## src/rtl/des_key_sequencer_dec.sv

```systemverilog
// des_key_sequencer_dec: iterative DES key schedule for a round-serial decrypt core.
// One PC1 load, then one rotating C/D register pair feeding a single PC2,
// emitting K16..K1 (one subkey per valid/ready handshake).
// Optional build macro DES_KS_BIDIR_EN adds an `encrypt` input that selects
// K1..K16 order (left rotations) instead of the default decryption order.
module des_key_sequencer_dec (
    input  logic        clk,
    input  logic        rst_n,
    input  logic        start,
    input  logic [63:0] key,
`ifdef DES_KS_BIDIR_EN
    input  logic        encrypt,
`endif
    input  logic        subkey_ready,
    output logic        subkey_valid,
    output logic [47:0] subkey,
    output logic [3:0]  round_idx,
    output logic        busy,
    output logic        done
);

    // DES bit numbering: position 1 is the MSB of the source vector.
    localparam logic [0:55][5:0] PC1_TAB = {
        6'd57, 6'd49, 6'd41, 6'd33, 6'd25, 6'd17, 6'd9,
        6'd1,  6'd58, 6'd50, 6'd42, 6'd34, 6'd26, 6'd18,
        6'd10, 6'd2,  6'd59, 6'd51, 6'd43, 6'd35, 6'd27,
        6'd19, 6'd11, 6'd3,  6'd60, 6'd52, 6'd44, 6'd36,
        6'd63, 6'd55, 6'd47, 6'd39, 6'd31, 6'd23, 6'd15,
        6'd7,  6'd62, 6'd54, 6'd46, 6'd38, 6'd30, 6'd22,
        6'd14, 6'd6,  6'd61, 6'd53, 6'd45, 6'd37, 6'd29,
        6'd21, 6'd13, 6'd5,  6'd28, 6'd20, 6'd12, 6'd4
    };

    localparam logic [0:47][5:0] PC2_TAB = {
        6'd14, 6'd17, 6'd11, 6'd24, 6'd1,  6'd5,
        6'd3,  6'd28, 6'd15, 6'd6,  6'd21, 6'd10,
        6'd23, 6'd19, 6'd12, 6'd4,  6'd26, 6'd8,
        6'd16, 6'd7,  6'd27, 6'd20, 6'd13, 6'd2,
        6'd41, 6'd52, 6'd31, 6'd37, 6'd47, 6'd55,
        6'd30, 6'd40, 6'd51, 6'd45, 6'd33, 6'd48,
        6'd44, 6'd49, 6'd39, 6'd56, 6'd34, 6'd53,
        6'd46, 6'd42, 6'd50, 6'd36, 6'd29, 6'd32
    };

    typedef enum logic [1:0] {
        IDLE = 2'd0,
        EMIT = 2'd1,
        FIN  = 2'd2
    } state_t;

    function automatic logic [55:0] pc1(input logic [63:0] k);
        logic [55:0] r;
        logic [5:0]  pos;
        r = '0;
        for (int i = 0; i < 56; i++) begin
            pos       = 6'(7'd64 - 7'(PC1_TAB[i]));
            r[55 - i] = k[pos];
        end
        return r;
    endfunction

    function automatic logic [47:0] pc2(input logic [55:0] cd);
        logic [47:0] r;
        logic [5:0]  pos;
        r = '0;
        for (int i = 0; i < 48; i++) begin
            pos       = 6'(7'd56 - 7'(PC2_TAB[i]));
            r[47 - i] = cd[pos];
        end
        return r;
    endfunction

    // Per-round shift s[n], n = 1..16; the table sums to 28 so C16D16 == C0D0.
    function automatic logic [1:0] shift_amt(input logic [4:0] n);
        if (n == 5'd1 || n == 5'd2 || n == 5'd9 || n == 5'd16)
            return 2'd1;
        else
            return 2'd2;
    endfunction

    function automatic logic [27:0] ror28(input logic [27:0] x, input logic [1:0] n);
        case (n)
            2'd1:    return {x[0], x[27:1]};
            2'd2:    return {x[1:0], x[27:2]};
            default: return x;
        endcase
    endfunction

    function automatic logic [27:0] rol28(input logic [27:0] x, input logic [1:0] n);
        case (n)
            2'd1:    return {x[26:0], x[27]};
            2'd2:    return {x[25:0], x[27:26]};
            default: return x;
        endcase
    endfunction

    state_t      state, state_nxt;
    logic [27:0] c_reg, d_reg;
    logic [55:0] pc1_key;
    logic        enc_mode;
    logic        handshake;
    logic        last_round;
    logic [1:0]  rot_dec, rot_enc;

    assign pc1_key    = pc1(key);
    assign handshake  = (state == EMIT) && subkey_ready;
    assign last_round = (round_idx == 4'd15);
    // Decrypt walks C(16-i) -> C(15-i) with ROR by s[16-i]; encrypt walks
    // C(i+1) -> C(i+2) with ROL by s[i+2].
    assign rot_dec    = shift_amt(5'(5'd16 - {1'b0, round_idx}));
    assign rot_enc    = shift_amt(5'({1'b0, round_idx} + 5'd2));
    assign subkey     = pc2({c_reg, d_reg});

`ifdef DES_KS_BIDIR_EN
    logic enc_q;

    // Capture the direction with the key so it stays fixed for the whole schedule.
    always_ff @(posedge clk or negedge rst_n) begin
        if (!rst_n)
            enc_q <= 1'b0;
        else if (state == IDLE && start)
            enc_q <= encrypt;
    end

    assign enc_mode = enc_q;
`else
    assign enc_mode = 1'b0;
`endif

    // State register.
    always_ff @(posedge clk or negedge rst_n) begin
        if (!rst_n)
            state <= IDLE;
        else
            state <= state_nxt;
    end

    // Next-state and control outputs; outputs decode state only, never inputs.
    always_comb begin
        state_nxt    = state;
        subkey_valid = 1'b0;
        busy         = 1'b0;
        done         = 1'b0;
        case (state)
            IDLE: begin
                if (start)
                    state_nxt = EMIT;
            end
            EMIT: begin
                subkey_valid = 1'b1;
                busy         = 1'b1;
                if (handshake && last_round)
                    state_nxt = FIN;
            end
            FIN: begin
                done      = 1'b1;
                state_nxt = IDLE;
            end
            default: state_nxt = IDLE;
        endcase
    end

    // C/D load on start, rotate on each non-final handshake, round counter tracking.
    always_ff @(posedge clk or negedge rst_n) begin
        if (!rst_n) begin
            c_reg     <= '0;
            d_reg     <= '0;
            round_idx <= '0;
        end else begin
            case (state)
                IDLE: begin
                    if (start) begin
`ifdef DES_KS_BIDIR_EN
                        if (encrypt) begin
                            c_reg <= rol28(pc1_key[55:28], 2'd1);
                            d_reg <= rol28(pc1_key[27:0], 2'd1);
                        end else begin
                            c_reg <= pc1_key[55:28];
                            d_reg <= pc1_key[27:0];
                        end
`else
                        c_reg <= pc1_key[55:28];
                        d_reg <= pc1_key[27:0];
`endif
                        round_idx <= '0;
                    end
                end
                EMIT: begin
                    if (handshake && !last_round) begin
                        if (enc_mode) begin
                            c_reg <= rol28(c_reg, rot_enc);
                            d_reg <= rol28(d_reg, rot_enc);
                        end else begin
                            c_reg <= ror28(c_reg, rot_dec);
                            d_reg <= ror28(d_reg, rot_dec);
                        end
                        round_idx <= round_idx + 4'd1;
                    end
                end
                FIN: begin
                    round_idx <= '0;
                end
                default: begin
                    round_idx <= '0;
                end
            endcase
        end
    end

endmodule

```

## config.mk

```make
export PLATFORM = sky130hd
export DESIGN_NAME = des_key_sequencer_dec
export DESIGN_NICKNAME = d
export VERILOG_FILES = /design/src/rtl/des_key_sequencer_dec.sv
export SDC_FILE = /design/constraint.sdc
export NUM_CORES = 1
export LEC_CHECK = 0
export CAP_MARGIN = 20
export CORE_MARGIN = 2
export CORE_UTILIZATION = 54
export DETAILED_ROUTE_END_ITERATION = 16
export HOLD_SLACK_MARGIN = 0.03
export PLACE_DENSITY = 0.87
export SETUP_SLACK_MARGIN = 0.02
export SYNTH_ARGS = -nofsm -noshare
export SYNTH_HDL_FRONTEND = slang
export SYNTH_SLANG_ARGS = --single-unit
```

## constraint.sdc

```tcl
create_clock -name clk -period 4 [get_ports clk]
set_clock_uncertainty 0.2 [all_clocks]
set_input_delay 1 -clock clk [delete_from_list [all_inputs] [get_ports clk]]
set_output_delay 1 -clock clk [all_outputs]
set_load 0.02 [all_outputs]
```

After elaboration in Yosys (flattened, before gate mapping)
Index checks and enable logic that the tools add are counted.
{"block": "op_classes", "n_eq_ne": 13, "add_sub_neg": 2, "mux": 17, "reduce_logical": 12}
{"cell": "28-bit case mux with 2 select lines", "n": 4}
{"cell": "28-bit 2-to-1 mux", "n": 4}
{"cell": "4-bit 2-to-1 mux", "n": 2}
{"cell": "4-bit case mux with 2 select lines", "n": 1}
{"cell": "2-bit 2-to-1 mux", "n": 3}
{"cell": "5-bit by 1-bit == test with 1-bit output, second input constant", "n": 1}
{"cell": "5-bit by 2-bit == test with 1-bit output, second input constant", "n": 1}
{"cell": "5-bit by 4-bit == test with 1-bit output, second input constant", "n": 1}
{"cell": "5-bit == test, second input constant", "n": 1}
{"cell": "5-bit by 4-bit subtractor with 5-bit output, first input constant", "n": 1}
{"cell": "4-bit by 1-bit adder with 4-bit output, second input constant", "n": 1}
{"cell": "2-bit by 1-bit == test with 1-bit output, second input constant", "n": 2}
{"cell": "2-bit == test, second input constant", "n": 2}
{"cell": "4-bit == test, second input constant", "n": 1}
{"cell": "2-bit by 1-bit != test with 1-bit output, second input constant", "n": 2}
{"cell": "2-bit case mux with 2 select lines", "n": 1}
{"cell": "2-bit AND reduction", "n": 2}
{"cell": "4-bit AND reduction", "n": 1}
{"cell": "1-bit logical AND", "n": 3}
{"cell": "1-bit logical OR", "n": 3}
{"cell": "3-bit by 1-bit != test with 1-bit output, second input constant", "n": 1}
{"cell": "2-bit logical NOT", "n": 1}
{"cell": "1-bit 2-to-1 mux", "n": 2}
{"cell": "2-bit != test, second input constant", "n": 1}
{"cell": "2 further kinds", "n": 2}
{"block": "totals", "register_bits": 62, "out_inout_bits": 55, "in_bits": 68}

Longest topological paths before layout
Gate-level depths: netlist (run 1).
{"block": "logic_depth", "ltp_word": 10, "ltp_mapped": 8, "mapped_depth_nobuf": 6}

Worst setup path after synthesis (run 1)
OpenSTA, ideal clock, no wires.
{"block": "synth_timing", "path_type": "input -> register", "startpoint": "input port subkey_ready", "endpoint": "register c_reg[22]", "t_arrival_ns": 2.343, "setup_slack_ns": 1.371, "setup_ns": 0.086, "required_ns": 3.714, "stages": 7, "path_cell_list": "clkbuf_1 -> inv_1 -> o31ai_2 -> buf_4 -> clkbuf_1 -> o21ai_0 -> o221ai_2"}
{"block": "synth_between", "elab_chain_cells": 4}
{"element": "start, declared", "line": "14", "text": "input logic subkey_ready,"}
{"element": "1-bit logical AND", "line": "106", "text": "assign handshake = (state == EMIT) && subkey_ready;"}
{"element": "1-bit logical AND", "line": "189", "text": "if (handshake && !last_round) begin"}
{"element": "2-bit by 1-bit != test with 1-bit output (no source line)"}
{"element": "4-bit AND reduction (no source line)"}
{"element": "end signal, assigned", "line": "182", "text": "c_reg <= pc1_key[55:28];"}
{"element": "end signal, assigned", "line": "191", "text": "c_reg <= rol28(c_reg, rot_enc);"}
{"element": "end signal, assigned", "line": "194", "text": "c_reg <= ror28(c_reg, rot_dec);"}
{"element": "end, declared", "line": "98", "text": "logic [27:0] c_reg, d_reg;"}
Every way passes these cells.
A chain may end at the register's enable or synchronous reset.

Worst setup path in the final report (run 1)
{"block": "layout_timing", "startpoint": "register state[0]", "endpoint": "output port subkey_valid"}
{"block": "layout_between", "elab_chain_cells": 2}
{"element": "start, declared", "line": "97", "text": "state_t state, state_nxt;"}
{"element": "start signal, assigned", "line": "135", "text": "state <= state_nxt;"}
{"element": "2-bit by 1-bit == test with 1-bit output", "line": "144", "text": "case (state)"}
{"element": "1-bit 2-to-1 mux", "line": "144"}
{"element": "end, declared", "line": "15", "text": "output logic subkey_valid,"}
Every way passes these cells.

==> results by group, run 1 <==
Outcome
  – Status: completed

Setup path
  – CP required: 2.80 ns
  – Critical path launch point type: flop
  – RR Endpoint: c_reg[22]$_DFFE_PN0P_
  – FF-to-FF setup slack: between 1 and 1.5 ns
  – Crit path max fanout: 17
  – CP Class: flop to output pin
  – CP max stage cell: dfrtp_1
  – RR Startpoint: round_idx[0]$_DFFE_PN0P_
  – Critical Path End Type: output pin
  – R2R depth: 7
  – Crit path launch: state[0]$_DFFE_PN0P_
  – CP endpoint: subkey_valid
  – CP max stage delay: about 0.69 ns
  – Cells along the critical path: nand2b_1, inv_2, clkdlybuf4s50_1
  – WP data arrival: 2.04 ns

Place
  – Placed insts: approximately 680
  – PortBufs: ~110
  – GPL Wtd Cong: about 0.86
  – Placed Instance Area: 5550 µm²
  – Hpwl dp: about 8 mm

STA
  – Worst slew pin tran: 0.912 ns
  – Time the worst path needs with I/O delays and setup: 3.24 ns
  – Setup Total Neg Slack: 0 ns
  – Hold_ws: 0.436 ns
  – Tcrit/Tclk final: 0.809
  – Hold Vio Cnt, Final: 0
  – Max-slew violations: 0
  – Unrepaired setup endpoints after global routing: no
  – Worst relative slew slack: 0.392
  – Setup violators final: 0
  – Fmax: between 0.3 and 0.4 GHz

Global routing
  – Vias in the first global route: about 4.3k
  – First-pass GRT wire length: between 20 and 25 mm
  – Remaining global-route overflow: 0
  – GRT Total Usage: 0.261
  – Antenna violations before repair: 0
  – Largest net degree at the start of global routing: roughly 110

Synth
  – Netlist cell types: 33
  – Area leader, netlist: dfrtp_1
  – Synth Area per Inst: 8.78 µm²
  – Sequential cell area fraction in the yosys report: 0.323
  – EDFF count, synth: 0
  – Post-synth net total: slightly above 600
  – Post-synth top area share: 0.323
  – Most area-consuming cells after synthesis: dfrtp_1 (32%), o221ai_2 (13%), o211ai_1 (8.9%)
  – Ys async rst share: 1.00
  – Synth Flop Type: dfrtp_1
  – Yosys warning count: 0
  – Post-Syn Instances: approximately 550
  – #FFs+latches synth: 62
  – Mapped Area: 4800 µm²

Routing
  – Drt initial violations: around 270
  – Vias per inst: around 6.4
  – Antenna Nets Post-Route: 0
  – DR pass1 iterations: 4
  – Total Wirelength: roughly 13 mm
  – Residual DRC: 0
  – Vias: ~4.5k
  – Routed length per instance: about 18 µm

Floorplan
  – Initial Util: 0.554
  – I/O pin count: 123
  – Height of the die: 98.3 µm
  – Width of the die: just under 100 µm
  – Die area: 9670 µm²
  – FP Rows: 34
  – Placeable Area: just under 9000 µm²

CTS
  – CTS Sinks: between 60 and 70
  – Clock Path Buffers: 2
  – Root Buffer: clkbuf_8
  – Clk slew on worst S/H paths: 0.07 ns
  – H-Tree Depth: 3
  – CTS Hold Buffers Added: 0
  – Postcts setup bufs: 0
  – Post-CTS sizing: 0
  – TritonCTS clock tree: built
  – Clock latency on the worst-skew pair: between 0.3 and 0.4 ns
  – Num CTS Buffers: 9

Final layout
  – Commonest cells after routing, fill and taps aside: nand2_1 (113), clkdlybuf4s50_1 (113), dfrtp_1 (62)
  – Area Growth Syn to Fin: 20.4%
  – Antenna Cells: 0
  – Area of the multi-input gates: around 2600 µm²
  – Non-Filler Instances: roughly 700
  – Finished Cell Area: 5790 µm²
  – Layout cell share with drive strength beyond 1: 0.125
  – Fin util: 0.667
  – Register area: around 1600 µm²
  – Fill count: between 700 and 800
  – Final net count: 654

Pwr
  – LEAKAGE: 0.00226 µW
  – Pwr Density: roughly 940 nW/µm²
  – Worst VDD drop: about 0.70 mV

Job
  – Maxcap violations: 0

Min path
  – Hold WC Path Type: flop to flop
synthesized netlist by cell type (2+ instances only):
master,instances
a21o_1,56
buf_6,9
o221ai_2,40
a31oi_1,2
buf_1,4
o211ai_1,57
a21oi_1,6
o221ai_1,16
and3_1,2
nor3b_1,2
dfrtp_1,62
nand2_1,113
nand3_1,3
o21ai_0,60
buf_4,51
buf_2,9
nor3_1,5
inv_1,5
ha_1,5
clkbuf_1,27
cell type report:
class / count / area share
tap: 108 / 0.0234
multi-input combinational: 380 / 0.453
timing repair buffer: 123 / 0.212
sequential: 62 / 0.268
clock buffer: 13 / 0.0292
clock inverter: 3 / 0.0112
inverter: 5 / 0.00324
report_power, final:
group	switching (µW)	internal, µW
combinational	1750	1530
sequential	515	971
clock	250	402
total	2510	2900
worst min path at each step:
stage	start	end	slack (ns)	cells after the start
floorplan	state[1]$_DFFE_PN0P_	round_idx[0]$_DFFE_PN0P_	0.33	2
global route	state[1]$_DFFE_PN0P_	round_idx[0]$_DFFE_PN0P_	0.49	1
detailed placement	state[1]$_DFFE_PN0P_	round_idx[0]$_DFFE_PN0P_	0.42	1
global placement	state[1]$_DFFE_PN0P_	round_idx[0]$_DFFE_PN0P_	0.40	1
finish	state[1]$_DFFE_PN0P_	round_idx[0]$_DFFE_PN0P_	0.44	1
CTS	state[1]$_DFFE_PN0P_	round_idx[0]$_DFFE_PN0P_	0.43	1
cell families after synthesis:
group                    synth area share
adder cells (fa/ha/maj)            0.0130
AO/OA/AOI/OAI                       0.412
buffers and inverters               0.138
AND/OR/NAND/NOR                     0.114
flip-flops                          0.323
routing by layer:
| layer | vias to the layer above | routed length (µm) | GRT usage |
|---|---|---|---|
| li1 | 2072 | - | - |
| met1 | 2154 | 5230 | 0.352 |
| met2 | 199 | 6150 | 0.415 |
| met3 | 26 | 954 | 0.0515 |
| met4 | 0 | 211 | 0.103 |
| met5 | - | 0 | 0 |
through the flow:
| stage | total power (µW) | setup slack (ns) |
|---|---|---|
| after floorplan | 4090 | 1.37 |
| after global placement | 4610 | 0.825 |
| after detailed placement | 4770 | 0.740 |
| after CTS | 5440 | 0.768 |
| after global routing | 5820 | 0.619 |
| final | 5420 | 0.763 |
critical path, delay by kind of cell, from the launching register on:
| family | cells | cell delay (ns) |
|---|---|---|
| buffers and inverters | 2 | 0.73 |
| flip-flops | 1 | 0.69 |
| AND/OR/NAND/NOR | 1 | 0.28 |
Power figures use the tool's default switching activity.
==> run 2, diff against run 1 <==
--- a/config.mk
+++ b/config.mk
@@ -7,10 +7,10 @@
 export LEC_CHECK = 0
 export CAP_MARGIN = 20
 export CORE_MARGIN = 2
-export CORE_UTILIZATION = 54
+export CORE_UTILIZATION = 50
 export DETAILED_ROUTE_END_ITERATION = 16
 export HOLD_SLACK_MARGIN = 0.03
-export PLACE_DENSITY = 0.87
+export PLACE_DENSITY = 0.81
 export SETUP_SLACK_MARGIN = 0.02
 export SYNTH_ARGS = -nofsm -noshare
 export SYNTH_HDL_FRONTEND = slang
==> constraint.sdc (replaced) <==
create_clock -name clk -period 3.1 [get_ports clk]
set_clock_uncertainty 0.2 [all_clocks]
set_input_delay 0.775 -clock clk [delete_from_list [all_inputs] [get_ports clk]]
set_output_delay 0.775 -clock clk [all_outputs]
set_load 0.02 [all_outputs]
==> results by group, run 2 (same netlist as run 1, synthesis figures left out) <==
Setup path
  – CP top delay family: simple AND/OR/NAND/NOR gates
  – R2R depth: 7 (unchanged)
  – RR Endpoint: d_reg[19]$_DFFE_PN0P_
  – Critical Path End Type: flop
  – FF-to-FF setup slack: 0.30 ns (-0.82 ns)
  – Crit path max fanout: 19 (+2)
  – CP max stage delay: 0.49 ns (-0.20 ns)
  – Cells along the critical path: inv_1, ha_1, or4b_1, a311oi_2, or2_2, buf_4, o221ai_1
  – CP Class: flop to flop
  – CP required: 3.09 ns (+0.29 ns)
  – RR Startpoint: round_idx[0]$_DFFE_PN0P_
  – CP max stage cell: or2_2
  – WP data arrival: 2.78 ns (+0.74 ns)
  – Critical path launch point type: flop
  – Buf/Inv on CP: 2 (unchanged)

Pwr
  – Logic pwr share: 0.625 (+0.019)
  – Seq pwr share: 0.270 (-0.004)
  – Sw power: 3280 µW (+30%)
  – Worst VDD drop: 0.588 mV (-16%)
  – Internal power: 3750 µW (+29%)
  – Sw frac: 0.466 (+0.00221)
  – Pwr Density: 1190 nW/µm² (+27%)
  – LEAKAGE: 0.00232 µW (+2.9%)
  – Clock power frac: 0.105 (-0.015)

Floorplan
  – I/O pin count: 123 (unchanged)
  – Height of the die: 102 µm (+3.8%)
  – Width of the die: 102 µm (+3.8%)
  – Placeable Area: 9280 µm² (+7.0%)
  – FP Rows: 35 (+2.9%)
  – Die area: 10400 µm² (+7.7%)
  – Initial Util: 0.518 (-0.0361)

Routing
  – Vias per inst: 6.10 (-4.9%)
  – Routed length per instance: 17.6 µm (-2.5%)
  – Drt initial violations: 259 (-3.0%)
  – Residual DRC: 0 (unchanged)
  – DR pass1 iterations: 4 (unchanged)
  – Antenna Nets Post-Route: 0 (unchanged)
  – Vias: 4457 (+0.13%)
  – Total Wirelength: 12.9 mm (+2.7%)

Final layout
  – Non-Filler Instances: 731 (+5.3%)
  – Area Growth Syn to Fin: 23.1%
  – Antenna Cells: 0 (unchanged)
  – Finished Cell Area: 5910 µm² (+2.2%)
  – Commonest cells after routing, fill and taps aside: nand2_1 (113), clkdlybuf4s50_1 (113), dfrtp_1 (62)
  – Layout cell share with drive strength beyond 1: 0.146 (+0.0216)
  – Final net count: 670 (+2.4%)

STA
  – Unrepaired setup endpoints after global routing: no
  – Max-slew violations: 0 (unchanged)
  – Setup violators final: 0 (unchanged)
  – Fmax: ~0.36 GHz
  – Hold Vio Cnt, Final: 0 (unchanged)
  – Tcrit/Tclk final: 0.902
  – Time the worst path needs with I/O delays and setup: 2.80 ns
  – Setup Total Neg Slack: 0 ns (unchanged)
  – Worst slew pin tran: 0.610 ns (-0.301 ns)
  – Worst relative slew slack: 0.593 (+0.201)
  – Hold_ws: 0.148 ns (-0.289 ns)

Place
  – PortBufs: 114 (unchanged)
  – Placed insts: 715 (+5.5%)
  – Placed Instance Area: 5710 µm² (+2.9%)
  – GPL Wtd Cong: 0.832 (-3.8%)
  – Hpwl dp: 8.54 mm (+8.8%)

Global routing
  – Largest net degree at the start of global routing: 64 (-43%)
  – First-pass GRT wire length: 21.2 mm (+0.75%)
  – Remaining global-route overflow: 0 (unchanged)
  – Vias in the first global route: 4301 (-0.16%)
  – GRT Total Usage: 0.254 (-0.00740)
  – Antenna violations before repair: 0 (unchanged)

CTS
  – TritonCTS clock tree: built
  – CTS Hold Buffers Added: 0 (unchanged)
  – Num CTS Buffers: 9 (unchanged)
  – CTS Sinks: 62 (unchanged)
  – Clock latency on the worst-skew pair: 0.35 ns (about the same)
  – Postcts setup bufs: 0 (unchanged)
  – Post-CTS sizing: 0 (unchanged)
  – Clock Path Buffers: 2 (unchanged)
  – Root Buffer: clkbuf_8
  – Clk slew on worst S/H paths: 0.08 ns (about the same)
  – H-Tree Depth: 3 (unchanged)

Job
  – Maxcap violations: 0 (unchanged)

Outcome
  – Status: completed

Min path
  – Hold WC Path Type: input port to async pin
[run 2: changes by cell type in the layout (fill, tap and decap cells not counted)]
cell | before | now
buf_12 | 2 | 3
bufinv_16 | 2 | 1
clkbuf_8 | 12 | 11
clkinvlp_4 | 0 | 1
buf_4 | 7 | 22
clkbuf_1 | 1 | 2
[run 2: power groups by stage]
stage	sequential, µW	clock, µW	combinational, µW
3_3_place_gp	1870	0	4220
3_5_place_dp	1890	0	4400
6_report	1900	740	4390
2_1_floorplan	1720	0	3550
4_1_cts	1880	754	4420
5_1_grt	1980	784	4780
[run 2: cell type report]
type | count | area [µm²]
Clock buffer | 13 | 159
Clock inverter | 3 | 42.5
Fill cell | 794 | 3370
Inverter | 5 | 18.8
Multi-Input combinational cell | 380 | 2620
Sequential cell | 62 | 1550
Tap cell | 129 | 161
Timing Repair Buffer | 139 | 1360
[run 2: through the flow]
step                      setup WS (ns)  total power, µW   util
after floorplan                   0.696             5270      -
after global placement            0.222             6090  0.615
after detailed placement          0.162             6290  0.615
after CTS                         0.292             7050  0.637
after global routing              0.145             7550  0.637
final                             0.304             7030  0.637
[run 2: worst max path at each step]
stage / depth (start not counted) / to / slack (ns) / start
global placement: 6 / c_reg[4]$_DFFE_PN0P_ / 0.22 / start
finish: 7 / d_reg[19]$_DFFE_PN0P_ / 0.30 / round_idx[0]$_DFFE_PN0P_
floorplan: 7 / c_reg[22]$_DFFE_PN0P_ / 0.70 / subkey_ready
CTS: 3 / subkey_valid / 0.29 / state[1]$_DFFE_PN0P_
detailed placement: 6 / d_reg[15]$_DFFE_PN0P_ / 0.16 / start
global route: 7 / d_reg[6]$_DFFE_PN0P_ / 0.14 / round_idx[0]$_DFFE_PN0P_
[run 2: metal layers]
| layer | track usage | wire [µm] | vias up |
|---|---|---|---|
| met1 | 0.343 | 5480 | 2165 |
| met4 | 0.0574 | 136 | 0 |
| met5 | 0 | 0 | - |
| met3 | 0.0561 | 946 | 12 |
| met2 | 0.419 | 6320 | 181 |
| li1 | - | - | 2099 |
[run 2: worst register-to-register path, stage by stage, from the launching register on]
cell      delay, ns
dfrtp_1        0.46
inv_1          0.17
ha_1           0.16
or4b_1         0.45
a311oi_2       0.36
or2_2          0.49
buf_4          0.23
o221ai_1       0.12
==> run 3, diff against run 2 <==
--- a/config.mk
+++ b/config.mk
@@ -7,10 +7,10 @@
 export LEC_CHECK = 0
 export CAP_MARGIN = 20
 export CORE_MARGIN = 2
-export CORE_UTILIZATION = 50
+export CORE_UTILIZATION = 45
 export DETAILED_ROUTE_END_ITERATION = 16
 export HOLD_SLACK_MARGIN = 0.03
-export PLACE_DENSITY = 0.81
+export PLACE_DENSITY = 0.77
 export SETUP_SLACK_MARGIN = 0.02
 export SYNTH_ARGS = -nofsm -noshare
 export SYNTH_HDL_FRONTEND = slang
==> constraint.sdc (replaced) <==
create_clock -name clk -period 2.3 [get_ports clk]
set_clock_uncertainty 0.2 [all_clocks]
set_input_delay 0.575 -clock clk [delete_from_list [all_inputs] [get_ports clk]]
set_output_delay 0.575 -clock clk [all_outputs]
set_load 0.01 [all_outputs]
==> results by group, run 3 (same netlist as run 1, synthesis figures left out) <==
Outcome
  – Status: complete, but fails checks
  – Failing checks: setup timing

Min path
  – Hold WC Path Type: input port to async pin

CTS
  – Clock latency on the worst-skew pair: 0.33 ns (-0.02 ns)
  – CTS Sinks: 62 (unchanged)
  – Root Buffer: clkbuf_8
  – Clk slew on worst S/H paths: 0.07 ns (about the same)
  – CTS Hold Buffers Added: 0 (unchanged)
  – Num CTS Buffers: 9 (unchanged)
  – H-Tree Depth: 3 (unchanged)
  – Clock Path Buffers: 2 (unchanged)
  – TritonCTS clock tree: built

Pwr
  – Logic pwr share: 0.628 (+0.003)
  – Seq pwr share: 0.257 (-0.013)
  – Pwr Density: 1550 nW/µm² (+30%)
  – LEAKAGE: 0.00252 µW (+8.5%)
  – Tot Pwr: 9900 µW (+41%)
  – Sw frac: 0.433 (-0.0331)
  – Internal power: 5610 µW (+50%)
  – Worst VDD drop: 0.700 mV (+19%)
  – Sw power: 4290 µW (+31%)
  – Clock power frac: 0.115 (+0.010)

Routing
  – DR pass1 iterations: 5 (+1)
  – Routed length per instance: 18.1 µm (+2.5%)
  – Antenna Nets Post-Route: 0 (unchanged)
  – Vias per inst: 6.12 (+0.35%)
  – Vias: 4638 (+4.1%)
  – Residual DRC: 0 (unchanged)
  – Total Wirelength: 13.7 mm (+6.3%)
  – Drt initial violations: 268 (+3.5%)

Final layout
  – Commonest non-fill, non-tap cell in the layout: nand2_1
  – Antenna Cells: 0 (unchanged)
  – Area Growth Syn to Fin: 32.9%
  – Final net count: 690 (+3.0%)
  – Finished Cell Area: 6380 µm² (+8.0%)
  – Register area: 1550 µm² (about the same)
  – Area of the multi-input gates: 2740 µm² (+4.5%)
  – Fill count: 894 (+13%)
  – Commonest cells after routing, fill and taps aside: nand2_1 (113), clkdlybuf4s50_1 (110), dfrtp_1 (61)
  – Layout cell share with drive strength beyond 1: 0.196 (+0.0500)

STA
  – Fmax: 0.433 GHz (+21%)
  – Max-slew violations: 0 (unchanged)
  – Worst relative slew slack: 0.520 (-0.0733)
  – Time the worst path needs with I/O delays and setup: 2.31 ns (-0.488 ns)
  – Hold_ws: 0.0869 ns (-0.0606 ns)
  – Worst setup margin: -0.00815 ns (-0.312 ns)
  – Worst slew pin tran: 0.720 ns (+0.110 ns)
  – Hold Vio Cnt, Final: 0 (unchanged)
  – Unrepaired setup endpoints after global routing: yes
  – Setup violators final: 4 (+4)
  – Tcrit/Tclk final: 1.00 (+0.102)

Global routing
  – Remaining global-route overflow: 0 (unchanged)
  – Antenna violations before repair: 0 (unchanged)
  – GRT Total Usage: 0.232 (-0.0214)
  – Vias in the first global route: 4495 (+4.5%)
  – Largest net degree at the start of global routing: 57 (-11%)
  – First-pass GRT wire length: 21.9 mm (+3.2%)

Setup path
  – Crit-path most repeated cell: buf_4
  – CP max stage cell: or4b_4
  – WP data arrival: 2.36 ns (-0.42 ns)
  – Crit path max fanout: 9 (-10)
  – CP required: 2.36 ns (-0.73 ns)
  – Critical path launch point type: flop
  – Critical Path End Type: flop
  – CP max stage delay: 0.54 ns (+0.05 ns)
  – FF-to-FF setup slack: -0.008 ns (-0.31 ns)
  – CP Class: flop to flop
  – Cells along the critical path: buf_4, or4b_4, a311oi_4, buf_4, o21ai_4, buf_4, o221ai_2

Job
  – Maxcap violations: 0 (unchanged)

Floorplan
  – Die area: 11500 µm² (+11%)
  – Placeable Area: 10300 µm² (+11%)
  – Initial Util: 0.465 (-0.0521)
  – Height of the die: 107 µm (+5.2%)
  – Width of the die: 107 µm (+5.2%)
  – FP Rows: 37 (+5.7%)
  – I/O pin count: 123 (unchanged)

Place
  – PortBufs: 114 (unchanged)
  – Hpwl dp: 8.90 mm (+4.2%)
  – Placed Instance Area: 5910 µm² (+3.5%)
  – GPL Wtd Cong: 0.841 (+1.0%)
run 3: critical path: cells and delay by family, from the launching register on:
kind / cells / cell delay, ns
flops: 1 / 0.40
simple gates: 1 / 0.54
compound gates: 3 / 0.54
buf+inv: 3 / 0.54
run 3: power by group through the flow:
stage	Combinational, µW	Clock [µW]	Sequential (µW)
floorplan	4420	0	2300
global route	6780	1210	2660
detailed placement	5810	0	2520
CTS	5830	1150	2520
finish	6220	1130	2550
global placement	5560	0	2480
run 3: final timing paths:
check / to / cells after the start / start
max: c_reg[21]$_DFFE_PN0P_ / 7 / round_idx[0]$_DFFE_PN0P_
min: c_reg[16]$_DFFE_PN0P_ / 1 / rst_n
min in group clk: state[0]$_DFFE_PN0P_ / 2 / state[1]$_DFFE_PN0P_
max in group asynchronous: state[0]$_DFFE_PN0P_ / 2 / rst_n
min reg2reg: state[0]$_DFFE_PN0P_ / 2 / state[1]$_DFFE_PN0P_
max reg2reg: c_reg[21]$_DFFE_PN0P_ / 7 / round_idx[0]$_DFFE_PN0P_
run 3: cell type report:
class | instances | area share
Tap cell | 136 | 0.0267
Multi-Input combinational cell | 380 | 0.429
Sequential cell | 62 | 0.243
Timing Repair Buffer | 159 | 0.262
Inverter | 5 | 0.00294
Clock buffer | 13 | 0.0265
Clock inverter | 3 | 0.0102
run 3: through the flow:
stage	setup slack [ns]	std cells	utilization	TNS, ns
finish	-0.00815	758	0.618	-0.0154
detailed placement	-0.299	734	0.573	-14.14
CTS	0.00130	750	0.596	0
floorplan	0.0294	547	-	0
global placement	-0.247	734	0.573	-12.52
global route	-0.117	758	0.618	-3.99
run 3: metal layers:
layer / share of wire / up-vias / GRT usage / wire length (µm)
met5: 0 / - / 0 / 0
met4: 0.013 / 0 / 0.0687 / 176
met3: 0.080 / 16 / 0.0387 / 1100
met2: 0.49 / 194 / 0.391 / 6720
met1: 0.42 / 2290 / 0.308 / 5690
li1: - / 2138 / - / -
run 3: timing repair:
item                       4_1_cts  5_1_grt
pin swaps                        1        6
setup buffers                    0        5
setup endpoints to repair       29       57
gates cloned                     0        3
resized for setup                5       23
==> RTL edit (config.mk and constraints of run 2) <==
The 3 states of `state_t` get a one-hot encoding in 3 bits.
--- a/src/rtl/des_key_sequencer_dec.sv
+++ b/src/rtl/des_key_sequencer_dec.sv
@@ -44,6 +44,6 @@
 
-    typedef enum logic [1:0] {
-        IDLE = 2'd0,
-        EMIT = 2'd1,
-        FIN  = 2'd2
+    typedef enum logic [2:0] {
+        IDLE = 3'b001,
+        EMIT = 3'b010,
+        FIN  = 3'b100
     } state_t;
Formal check against the unedited RTL: same outputs for any inputs over 4 cycles, from zero or initial values and one cycle with rst_n low; so few cycles prove little.
==> RTL edit against run 2 <==
  * Count of clock-buffer cells in the layout is 2 lower
  * Synthesized area is 6.8% lower
  * Routed wire length is 7.2% lower
  * Worst setup slack worse by 0.20 ns
  * Final area is 7.7% lower
  * Register-to-register slack better by 0.07 ns
  * Total power is 17% lower
  * Sequential cell count is 1 higher
  * Critical path type is now reg2out
==> RTL edit: results <==
[run_status]
status = "finished, final reports clean"

[clocking]
post_cts_buffers = 0
clkTransAtPathRegs_ns = 0.07
clockBufferDepth = 2
cts_resized = 0
clk_latency_ns = 0.34
cts_max_level = 3
clockRootBuffer = "clkbuf_8"
cts_buffers = 9

[cells_and_area]
final.fill_count = 769
n_antenna_cell = 0
layout.nets = 660
drive_gt1_share_pct = 8.63

[drt]
vias = 4323
wl_per_cell_um = 17.1
drt-initial-drc-count = 272
drtPass1Iterations = 5

[logic_synthesis]
yosysSeqAreaShare_pct = 35.2
synth_common_cells = "62 x dfrtp_1, 60 x nand2_1, 59 x nor2_1, 57 x a21oi_1, 57 x o21ai_0"
synth_ff_type = "dfrtp_1"
ys_async_sr_fraction_pct = 100
synth_area_leaders = "dfrtp_1 35%, o32a_1 12%, buf_4 8.4%"
synth_nets = 627
ys.warnings.count = 0
ys_types = 42

[sta]
whs_ns = 0.301
slew_headroom_pct = 29.3

[power]
ir_worst_vdd_v = 0.000782
p_int_w = 0.00318
leakage_nw = 2.03

[placed_design]
place_area_um2 = 5260
io_buffers = 114
gp_congestion = 0.810
hpwl_mm = 7.54

[hold_path]
hold_class = "in2async"

[global_route]
grt.total_usage_pct = 24.6
grt_pass1_wl_mm = 19.8
grt_pass1_vias = 4119
antenna_found_initial = 0
grt_max_degree = 59

[setup_path]
critPathArrivalTime_ns = 2.02
critPathMaxFanout = 8
rr_endpoint = "c_reg[26]$_DFFE_PN0P_"
r2r-start = "round_idx[0]$_DFFE_PN0P_"
reg2reg_setup_slack_ns = 0.37
reg2reg_depth = 7
## RTL edit: through the flow
stage | worst slack (ns) | instances
6_report | 0.103 | 699
5_1_grt | 0.0440 | 699
4_1_cts | 0.0970 | 699
3_5_place_dp | 0.148 | 684
3_3_place_gp | 0.156 | 684
2_1_floorplan | 0.439 | 554
## RTL edit: power groups by stage
stage | clock network (W) | registers, W | logic, W
CTS | 0.000740 | 0.00157 | 0.00351
detailed placement | 0 | 0.00158 | 0.00349
global route | 0.000776 | 0.00163 | 0.00378
finish | 0.000732 | 0.00158 | 0.00351
global placement | 0 | 0.00157 | 0.00343
floorplan | 0 | 0.00147 | 0.00281
## RTL edit: cell type report
class | instances | area [um^2] | share of cell area [%]
multi-input combinational | 381 | 2250 | 41.2
sequential | 63 | 1580 | 28.9
timing repair buffer | 126 | 1280 | 23.4
clock buffer | 11 | 151 | 2.77
tap | 108 | 135 | 2.47
clock inverter | 4 | 45.0 | 0.825
inverter | 6 | 23.8 | 0.435
## RTL edit: kinds of logic after synthesis
group | share of synthesized area (%)
mux | 0.475
xor+xnor | 0.196
buf+inv | 14.6
compound gates | 28.2
flops | 35.2
simple gates | 19.9
fa+ha+maj | 1.40
## RTL edit: worst max path at each step
| stage | startpoint | endpoint | slack (ns) |
|---|---|---|---|
| 2_1_floorplan | round_idx[0]$_DFFE_PN0P_ | c_reg[21]$_DFFE_PN0P_ | 0.44 |
| 3_3_place_gp | subkey_ready | c_reg[12]$_DFFE_PN0P_ | 0.16 |
| 3_5_place_dp | subkey_ready | c_reg[3]$_DFFE_PN0P_ | 0.15 |
| 4_1_cts | state[2]$_DFFE_PN0P_ | busy | 0.1 |
| 5_1_grt | state[2]$_DFFE_PN0P_ | busy | 0.04 |
| 6_report | state[2]$_DFFE_PN0P_ | subkey_valid | 0.10 |
## RTL edit: worst max-delay path, stage by stage (launching register included)
cell             delay (ns)
dfrtp_1                0.40
or3b_1                 0.51
clkinv_2               0.15
clkdlybuf4s50_1        0.62
## RTL edit: routing by layer
| layer | GRT usage, % | wire length (um) | share of wire, % |
|---|---|---|---|
| met3 | 4.47 | 824 | 6.9 |
| met5 | 0 | 0 | 0 |
| met2 | 39.7 | 5660 | 47 |
| met4 | 9.38 | 264 | 2.2 |
| met1 | 33.0 | 5210 | 44 |
